[src/rtl/pc_seq_pkg.sv]
// Shared types and constants for the PC sequencer: the FSM state encoding,
// the instruction size and the word-alignment mask.
package pc_seq_pkg;

  typedef enum logic [1:0] {
    IDLE  = 2'd0,
    FETCH = 2'd1,
    FLUSH = 2'd2
  } pc_state_e;

  localparam logic [63:0] INSTR_BYTES = 64'd4;
  localparam logic [63:0] ALIGN_MASK  = 64'hFFFF_FFFF_FFFF_FFFC;

endpackage

[src/rtl/pc_reg.sv]
// 64-bit program-counter register. Asynchronously resets to RESET_VECTOR and
// otherwise loads the next-PC value on every rising edge.
module pc_reg
  import pc_seq_pkg::*;
#(
  parameter logic [63:0] RESET_VECTOR = 64'h0000_0000_0000_0000
) (
  input  logic        clk,
  input  logic        reset,
  input  logic [63:0] pc_d,
  output logic [63:0] pc_q
);

  // PC storage: unconditional load, hold behaviour is decided upstream
  always_ff @(posedge clk or posedge reset) begin
    if (reset) pc_q <= RESET_VECTOR;
    else       pc_q <= pc_d;
  end

endmodule

[src/rtl/pc_sequencer.sv]
// Instruction-fetch PC sequencer: IDLE/FETCH/FLUSH FSM, next-PC priority mux
// (trap > redirect > sequential > hold), accepted-fetch counter.
// Optional build macro PC_MISALIGN_CHECK_EN: a redirect to a non-word-aligned
// target raises a sticky misalignedErr and vectors to trapVector instead;
// without it the low two target bits are simply cleared.
module pc_sequencer
  import pc_seq_pkg::*;
#(
  parameter logic [63:0] RESET_VECTOR = 64'h0000_0000_0000_0000,
  parameter int          COUNT_WIDTH  = 32
) (
  input  logic                   clk,
  input  logic                   reset,
  input  logic                   stall,
  input  logic                   redirectValid,
  input  logic [63:0]            redirectTarget,
  input  logic                   trapValid,
  input  logic [63:0]            trapVector,
  input  logic                   fetchReady,
  output logic                   fetchValid,
  output logic [63:0]            pc,
  output logic [63:0]            nextPc,
  output logic [COUNT_WIDTH-1:0] fetchCount,
  output logic                   misalignedErr
);

  pc_state_e              state_q, state_d;
  logic [COUNT_WIDTH-1:0] fetch_count_q, fetch_count_d;
  logic [63:0]            pc_q, pc_d;
  logic [63:0]            redirect_pc;
  logic                   handshake;

  assign fetchValid = (state_q == FETCH) && !stall;
  assign handshake  = fetchValid && fetchReady;

`ifdef PC_MISALIGN_CHECK_EN
  logic misaligned_err_q, misaligned_err_d;
  logic redirect_bad;

  // A misaligned redirect is converted into a trap-vector fetch
  always_comb begin
    redirect_bad = |redirectTarget[1:0];
    redirect_pc  = redirect_bad ? trapVector : redirectTarget;
  end

  assign misalignedErr = misaligned_err_q;
`else
  // Without checking, the target is silently forced onto a word boundary
  always_comb begin
    redirect_pc = redirectTarget & ALIGN_MASK;
  end

  assign misalignedErr = 1'b0;
`endif

  // Next-state, next-PC and counter logic
  always_comb begin
    state_d       = state_q;
    pc_d          = pc_q;
    fetch_count_d = fetch_count_q;
`ifdef PC_MISALIGN_CHECK_EN
    misaligned_err_d = misaligned_err_q;
`endif
    // A handshake is counted even when a redirect/trap overrides the PC
    if (handshake) fetch_count_d = fetch_count_q + COUNT_WIDTH'(1);
    case (state_q)
      IDLE: state_d = FETCH;
      default: begin
        if (trapValid) begin
          pc_d    = trapVector;
          state_d = FLUSH;
        end else if (redirectValid) begin
          pc_d    = redirect_pc;
          state_d = FLUSH;
`ifdef PC_MISALIGN_CHECK_EN
          if (redirect_bad) misaligned_err_d = 1'b1;
`endif
        end else begin
          state_d = FETCH;
          if (handshake) pc_d = pc_q + INSTR_BYTES;
        end
      end
    endcase
  end

  // Reset forces the externally visible next PC to the reset vector too
  assign nextPc     = reset ? RESET_VECTOR : pc_d;
  assign pc         = pc_q;
  assign fetchCount = fetch_count_q;

  // FSM state and status registers
  always_ff @(posedge clk or posedge reset) begin
    if (reset) begin
      state_q       <= IDLE;
      fetch_count_q <= '0;
`ifdef PC_MISALIGN_CHECK_EN
      misaligned_err_q <= 1'b0;
`endif
    end else begin
      state_q       <= state_d;
      fetch_count_q <= fetch_count_d;
`ifdef PC_MISALIGN_CHECK_EN
      misaligned_err_q <= misaligned_err_d;
`endif
    end
  end

  pc_reg #(
    .RESET_VECTOR(RESET_VECTOR)
  ) u_pc_reg (
    .clk   (clk),
    .reset (reset),
    .pc_d  (nextPc),
    .pc_q  (pc_q)
  );

endmodule
[config.mk]
export PLATFORM = sky130hd
export DESIGN_NAME = pc_sequencer
export DESIGN_NICKNAME = d
export VERILOG_FILES = /design/src/rtl/pc_seq_pkg.sv /design/src/rtl/pc_reg.sv /design/src/rtl/pc_sequencer.sv
export SDC_FILE = /design/constraint.sdc
export NUM_CORES = 1
export LEC_CHECK = 0
export ABC_AREA = 1
export CAP_MARGIN = 10
export CORE_MARGIN = 3
export CORE_UTILIZATION = 47
export DETAILED_ROUTE_END_ITERATION = 10
export HOLD_SLACK_MARGIN = 0.08
export PLACE_DENSITY = 0.9
export SLEW_MARGIN = 20
export SYNTH_ARGS = -nofsm -noshare
export SYNTH_HDL_FRONTEND = slang
export SYNTH_SLANG_ARGS = --single-unit
export TNS_END_PERCENT = 5
[constraint.sdc]
create_clock -name clk -period 14.2 [get_ports clk]
set_input_delay 2.13 -clock clk [delete_from_list [all_inputs] [get_ports clk]]
set_output_delay 2.13 -clock clk [all_outputs]
set_load 0.01 [all_outputs]
---- Yosys cells after proc, flatten, opt, wreduce, memory -nomap -nowiden ----
Cells that the tools add are included.
word-level totals
  register bits after elaboration ......... 98
cells by class
  $add $sub $neg .......................... 2
  eq/ne operators ......................... 1
  mux-type cells .......................... 8
  reductions and logical operators ........ 4
operators by type and width
  operator               count
  $mux 64                5
  $add 64x3->64 const B  1
  $add 32x1->32 const B  1
  $mux 2                 3
  $eq 2x1->1 const B     1
  $logic_and 1x1->1      2
  $logic_not 2->1        1
  $logic_not 1->1        1

---- Depth between registers and ports, before layout ----
Gate-level depths: netlist of run 1.
  word-level depth ........................ 8
  gate-level depth with buffers ........... 11
  depth with buffers taken out ............ 11

---- Cells and area by module ----
From an unflattened synthesis of run 1, not the netlist that was laid out.
unflattened totals
  cell total of the unflattened synthesis .. 994
  area total of the unflattened synthesis .. 7106.8 um^2
by module, submodules not included
  module        instances  cells each  area each (um^2)
  pc_sequencer  1          929         5501.5
  pc_reg        1          65          1605.3

---- Worst setup path after synthesis of run 1 ----
OpenSTA, ideal clock, no wires.
  path kind ............................... in2out
  start ................................... input reset
  end ..................................... output nextPc[58]
  arrival time ............................ 6110 ps
  path slack .............................. 5960 ps
  cell stages on the path ................. 4
  buffers on the path ..................... 1
  cell sequence ........................... inv_1 -> clkbuf_1 -> o21ai_0 -> a21oi_2
between the ends
  cells in the longest elaborated chain, start to end .. 1
RTL lines
  what                RTL line            text
  start: declaration  pc_sequencer.sv:13  input logic reset,
  $mux 64             pc_sequencer.sv:87  assign nextPc = reset ? RESET_VECTOR : pc_d;
  end: declaration    pc_sequencer.sv:22  output logic [63:0] nextPc,
Every way passes these cells.

---- Final worst setup path of run 1 ----
  start ................................... input reset
  end ..................................... output nextPc[44]
The elaborated chain is that of the path after synthesis.

==> flow_summary.toml, run 1 <==
[pwr]
p_per_area_nw_per_um2 = 89.8
leakage_nw = 4.21
peakVddDrop_mv = 0.0745

[logic_synthesis]
ys_async_sr_fraction = 1.00
yosys.area.top_type_share = 0.353
yosysSeqAreaShare = 0.353
synth_nets = 1085
synth-edff-count = 0
post-synth-top-count-cell = "nand2_1"
yosys.area.top_type = "dfrtp_1"
synth_top_cells_by_area = "dfrtp_1, nand2_1, nand3_1, a221oi_1, inv_1"
ys_seq_elements = 98
synth_area_per_cell_um2 = 7.33
synth_top_cells_by_count = "nand2_1, inv_1, dfrtp_1"
synth.distinct_cells = 49
syn_area_um2 = 6950
syn_inst = 949
synth_ff_type = "dfrtp_1"
ys_warn_count = 0

[critical_path]
worstPathArrival_ns = 5.25
path_class = "input port to output port"
required_ns = 12.07
worst-r2r-cell-count = 8
start_kind = "input port"
cp-end-kind = "output port"
cp_max_fo = 82

[cells_and_area]
fillCellCount = 1097
drive_gt1_frac = 0.0687
area_growth_syn_to_layout_pct = 48.4
final_nets = 1354
seq_area_um2 = 2450
multiInputGateArea_um2 = 3960

[placed_design]
pre_cts_ws_ns = 6.75
portBuffers = 292
place.detailed.hpwl_um = 19400
gp_congestion = 0.932

[grt]
grt-ovfl-total = 0
grt_pass1_vias = 7764
grt_max_degree = 83
globalRouteTotalUtil = 0.312
grt_pass1_wl_um = 40700
antenna_found_initial = 1

[timing]
period_minus_slack_ns = 7.38
fin_setup_tns_ns = 0
rsz0062_at_grt = "false"
final.period_utilization = 0.520
clock_skew_ns = 0.00718
layout_setup_ws_ns = 6.82
setup_viol = 0
tightest_slew_ns = 1.13
max_slew_margin = 0.249
finalHoldViolations = 0
fmax_mhz = 135
drv_slew = 0

[die]
placeableCoreArea_um2 = 14100
start_util = 0.491
dieWidth_um = 128
die_h_um = 128
fp-row-count = 43
io_pins = 296
dieArea_um2 = 16300

[clock_tree]
h-tree-depth = 3
cts.repair.resized = 0
cts_tree = "yes"
clockRootBuffer = "clkbuf_16"
post-cts-setup-buffers = 0
cts_buffers = 9
path_clk_slew_ns = 0.07
holdBufCountCts = 0
cts_buffer_depth = 2
clk-insertion-delay-late_ns = 0.36
cts_sinks = 98

[drt]
ant_nets = 0
routed_wl_um = 26000
vias = 8098
drc = 0
first_pass_iters = 5
viasPerCell = 5.77
wl_per_cell_um = 18.5
first_iter_violations = 837

[outcome]
outcome = "finished clean"

[hold_path]
whs_path_depth = 2
holdCritPathClass = "flip-flop to flip-flop"

[flow_run]
maxCapViolCount = 0
## report_power, final
group          internal, mW  switching, mW  leakage (nW)
Combinational         0.152          0.142          2.75
Clock                 0.162          0.119         0.161
Sequential            0.306         0.0461          1.29
## worst max-delay path, stage by stage
cell and delay, ns:
clkdlybuf4s50_1 0.54, inv_4 0.60, buf_4 0.82, o21ai_0 0.21, a21oi_1 0.27, clkdlybuf4s50_1 0.59
## kinds of logic after synthesis
| logic type | after synthesis | share of synthesized area |
|---|---|---|
| buf+inv | 141 | 0.0794 |
| compound gates | 212 | 0.194 |
| flops | 98 | 0.353 |
| fa+ha+maj | 2 | 0.00360 |
| other cells | 1 | 0.000539 |
| xor+xnor | 39 | 0.0491 |
| simple gates | 456 | 0.321 |
## path summary, 6_finish.rpt
| path | startpoint | to | slack [ns] |
|---|---|---|---|
| worst min-delay path | fetchCount[31]$_DFFE_PP0N_ | fetchCount[31]$_DFFE_PP0N_ | 0.51 |
| max in group asynchronous | reset | u_pc_reg.pc_q[46]$_DFF_PP0_ | 10.39 |
| worst min register to register | fetchCount[31]$_DFFE_PP0N_ | fetchCount[31]$_DFFE_PP0N_ | 0.51 |
| worst max-delay path | reset | nextPc[44] | 6.82 |
| min in group asynchronous | reset | u_pc_reg.pc_q[3]$_DFF_PP0_ | 2.40 |
| worst max register to register | state_q[0]$_DFF_PP0_ | u_pc_reg.pc_q[17]$_DFF_PP0_ | 11.90 |
## final cells by class
type                            count  area share
Multi-Input combinational cell    710       0.384
Timing Repair Buffer              297       0.287
Tap cell                          180      0.0218
Inverter                          102      0.0374
Antenna cell                        1    0.000243
Sequential cell                    98       0.238
Clock inverter                      6     0.00934
Clock buffer                       10      0.0232
## routing by layer
metal	vias up	routed length (µm)	GRT usage
met3	47	2320	0.0832
met2	413	12900	0.532
met1	3841	10100	0.387
li1	3797	-	-
met4	0	650	0.101
met5	-	0	0
## stage by stage
stage	hold slack [ns]	total power, mW	utilization	cells	instance area [µm²]
3_5_place_dp	0.488	0.646	0.705	1387	9980
4_1_cts	0.510	0.927	0.729	1403	10300
6_report	0.505	0.926	0.729	1404	10300
2_1_floorplan	0.522	0.471	-	949	6950
3_3_place_gp	0.480	0.640	0.705	1387	9980
5_1_grt	0.555	0.967	0.729	1404	10300
## state kept, by name, summed over array words and instances (netlist names)
name,flops
fetchCount,32
state_q,2
u_pc_reg.pc_q,64
## cell usage in the layout, fill, tap and decap left out, types with 9 or more instances in the layout
master             n
xnor2_1           15
a21oi_2           11
nand4_1           29
dfrtp_1           98
nand2_1          198
inv_1             98
nor2_2             9
o21ai_0           73
xor2_1            24
a21oi_1           51
a221oi_1          46
nor3_1            12
nor2_1            81
nand3_1           82
clkdlybuf4s50_1  291
clkbuf_16          9
nor2_4            16
Power figures use the tool's default switching activity.
==> run 2, diff against run 1 <==
--- a/config.mk
+++ b/config.mk
@@ -8,10 +8,10 @@
 export ABC_AREA = 1
 export CAP_MARGIN = 10
 export CORE_MARGIN = 3
-export CORE_UTILIZATION = 47
+export CORE_UTILIZATION = 39
 export DETAILED_ROUTE_END_ITERATION = 10
 export HOLD_SLACK_MARGIN = 0.08
-export PLACE_DENSITY = 0.9
+export PLACE_DENSITY = 0.8
 export SLEW_MARGIN = 20
 export SYNTH_ARGS = -nofsm -noshare
 export SYNTH_HDL_FRONTEND = slang
==> constraint.sdc (replaced) <==
create_clock -name clk -period 6.2 [get_ports clk]
set_input_delay 0.93 -clock clk [delete_from_list [all_inputs] [get_ports clk]]
set_output_delay 0.93 -clock clk [all_outputs]
set_load 0.01 [all_outputs]
==> run 2 against run 1 <==
  * Via count is 1.3% lower
  * Clock-buffer cell count is 1 lower
  * Worst setup slack worse by 5.2 ns
  * Combinational power is 130% higher
  * Hold slack worse by 0.0033 ns
  * Routed wire length is 1.2% higher
  * Core utilization is 13 points lower
  * Power is 120% higher
  * Clock power is 99% higher
  * Register-to-register slack worse by 8.0 ns
  * Sequential power is 130% higher
  * Critical path type unchanged
  * Die area is 19% higher
==> flow_summary.toml, run 2 (synthesis results as in run 1) <==
[outcome]
outcome = "finished clean"

[timing]
tightest_slew_ns = 0.779
fmax_mhz = 216
layout_setup_ws_ns = 1.58
finalHoldViolations = 0
setup_viol = 0
drv_slew = 0
fin_setup_tns_ns = 0
max_slew_margin = 0.477
rsz0062_at_grt = "false"
final.period_utilization = 0.745
clock_skew_ns = 0.0112
period_minus_slack_ns = 4.62

[drt]
ant_nets = 0
first_iter_violations = 493
wl_per_cell_um = 18.2
routed_wl_um = 26300
vias = 7995
first_pass_iters = 5
viasPerCell = 5.51
drc = 0

[cells_and_area]
regMostFlops = "u_pc_reg.pc_q"
post-route-util = 0.597
seq_area_um2 = 2450
multiInputGateArea_um2 = 3960
final_nets = 1356
diodes = 0
fillCellCount = 1549
layout_common_cells = "clkdlybuf4s50_1, nand2_1, inv_1, dfrtp_1, nand3_1"
area_growth_syn_to_layout_pct = 49.1
largest_reg_flops = 64
final_area_um2 = 10400
drive_gt1_frac = 0.0702
layout_commonest_cell = "clkdlybuf4s50_1"

[clock_tree]
post-cts-setup-buffers = 0
cts_buffers = 9
cts_sinks = 98
holdBufCountCts = 0
clockRootBuffer = "clkbuf_16"
cts_tree = "yes"
clk-insertion-delay-late_ns = 0.36
cts_buffer_depth = 2
cts.repair.resized = 0
path_clk_slew_ns = 0.07
h-tree-depth = 3

[grt]
grt_max_degree = 66
globalRouteTotalUtil = 0.266
antenna_found_initial = 0
grt-ovfl-total = 0
grt_pass1_vias = 7933
grt_pass1_wl_um = 41800

[placed_design]
portBuffers = 292
postPlaceCellArea_um2 = 10100
pre_cts_ws_ns = 1.63
gp_congestion = 0.895
place.detailed.hpwl_um = 20100

[critical_path]
worstPathArrival_ns = 3.69
required_ns = 5.27
cp_max_fo = 27
start_kind = "input port"
path_class = "input port to output port"
cp-end-kind = "output port"

[pwr]
p_per_area_nw_per_um2 = 196
leakage_nw = 4.20
finalPower_mw = 2.03
peakVddDrop_mv = 0.138

[die]
placeableCoreArea_um2 = 17400
dieWidth_um = 140
start_util = 0.401
dieArea_um2 = 19500
fp-row-count = 48
io_pins = 296
die_h_um = 140

[flow_run]
maxCapViolCount = 0

[hold_path]
holdCritPathClass = "flip-flop to flip-flop"
==> run 2: cell count changes in the layout (fill, tap and decap cells not counted), sizes merged <==
cell	delta
buf	+2
bufinv	-2
clkbuf	-1
clkinvlp	+1
clkinv	+1
diode	-1
inv	+1
==> run 2: layer usage <==
layer	part of all wire	global-route usage
met5	0	0
met4	0.019	0.0742
met2	0.50	0.465
met3	0.080	0.0612
met1	0.40	0.330
==> run 2: cell type report <==
cell class | count | area share
timing repair buffer | 299 | 0.289
inverter | 102 | 0.0372
clock inverter | 7 | 0.00579
tap | 225 | 0.0272
sequential | 98 | 0.237
clock buffer | 9 | 0.0217
multi-input combinational | 710 | 0.382
==> run 2: critical path, stage by stage <==
cell	delay [ns]
clkdlybuf4s50_1	0.47
nor2_4	0.36
buf_4	0.41
inv_1	0.35
o21ai_0	0.26
o21ai_0	0.13
a31oi_1	0.19
clkdlybuf4s50_1	0.58
==> run 2: final timing paths <==
path / start / to / slack (ns) / depth (start not counted)
max in group asynchronous: reset / fetchCount[30]$_DFFE_PP0N_ / 4.13 / 3
min in group asynchronous: reset / u_pc_reg.pc_q[3]$_DFF_PP0_ / 1.16 / 2
worst min-delay path: fetchCount[15]$_DFFE_PP0N_ / fetchCount[15]$_DFFE_PP0N_ / 0.50 / 1
worst min register to register: fetchCount[15]$_DFFE_PP0N_ / fetchCount[15]$_DFFE_PP0N_ / 0.50 / 1
worst max register to register: state_q[0]$_DFF_PP0_ / u_pc_reg.pc_q[17]$_DFF_PP0_ / 3.91 / 8
worst max-delay path: redirectValid / nextPc[10] / 1.58 / 8
==> run 2: metrics by stage <==
stage / instances / hold WS, ns
5_1_grt: 1450 / 0.554
6_report: 1450 / 0.502
3_5_place_dp: 1433 / 0.502
2_1_floorplan: 949 / 0.522
4_1_cts: 1449 / 0.512
3_3_place_gp: 1433 / 0.480
==> run 2: where the power goes <==
part / leakage (nW) / switching (mW) / internal [mW]
clock network: 0.136 / 0.277 / 0.280
logic: 2.77 / 0.323 / 0.349
registers: 1.29 / 0.104 / 0.700
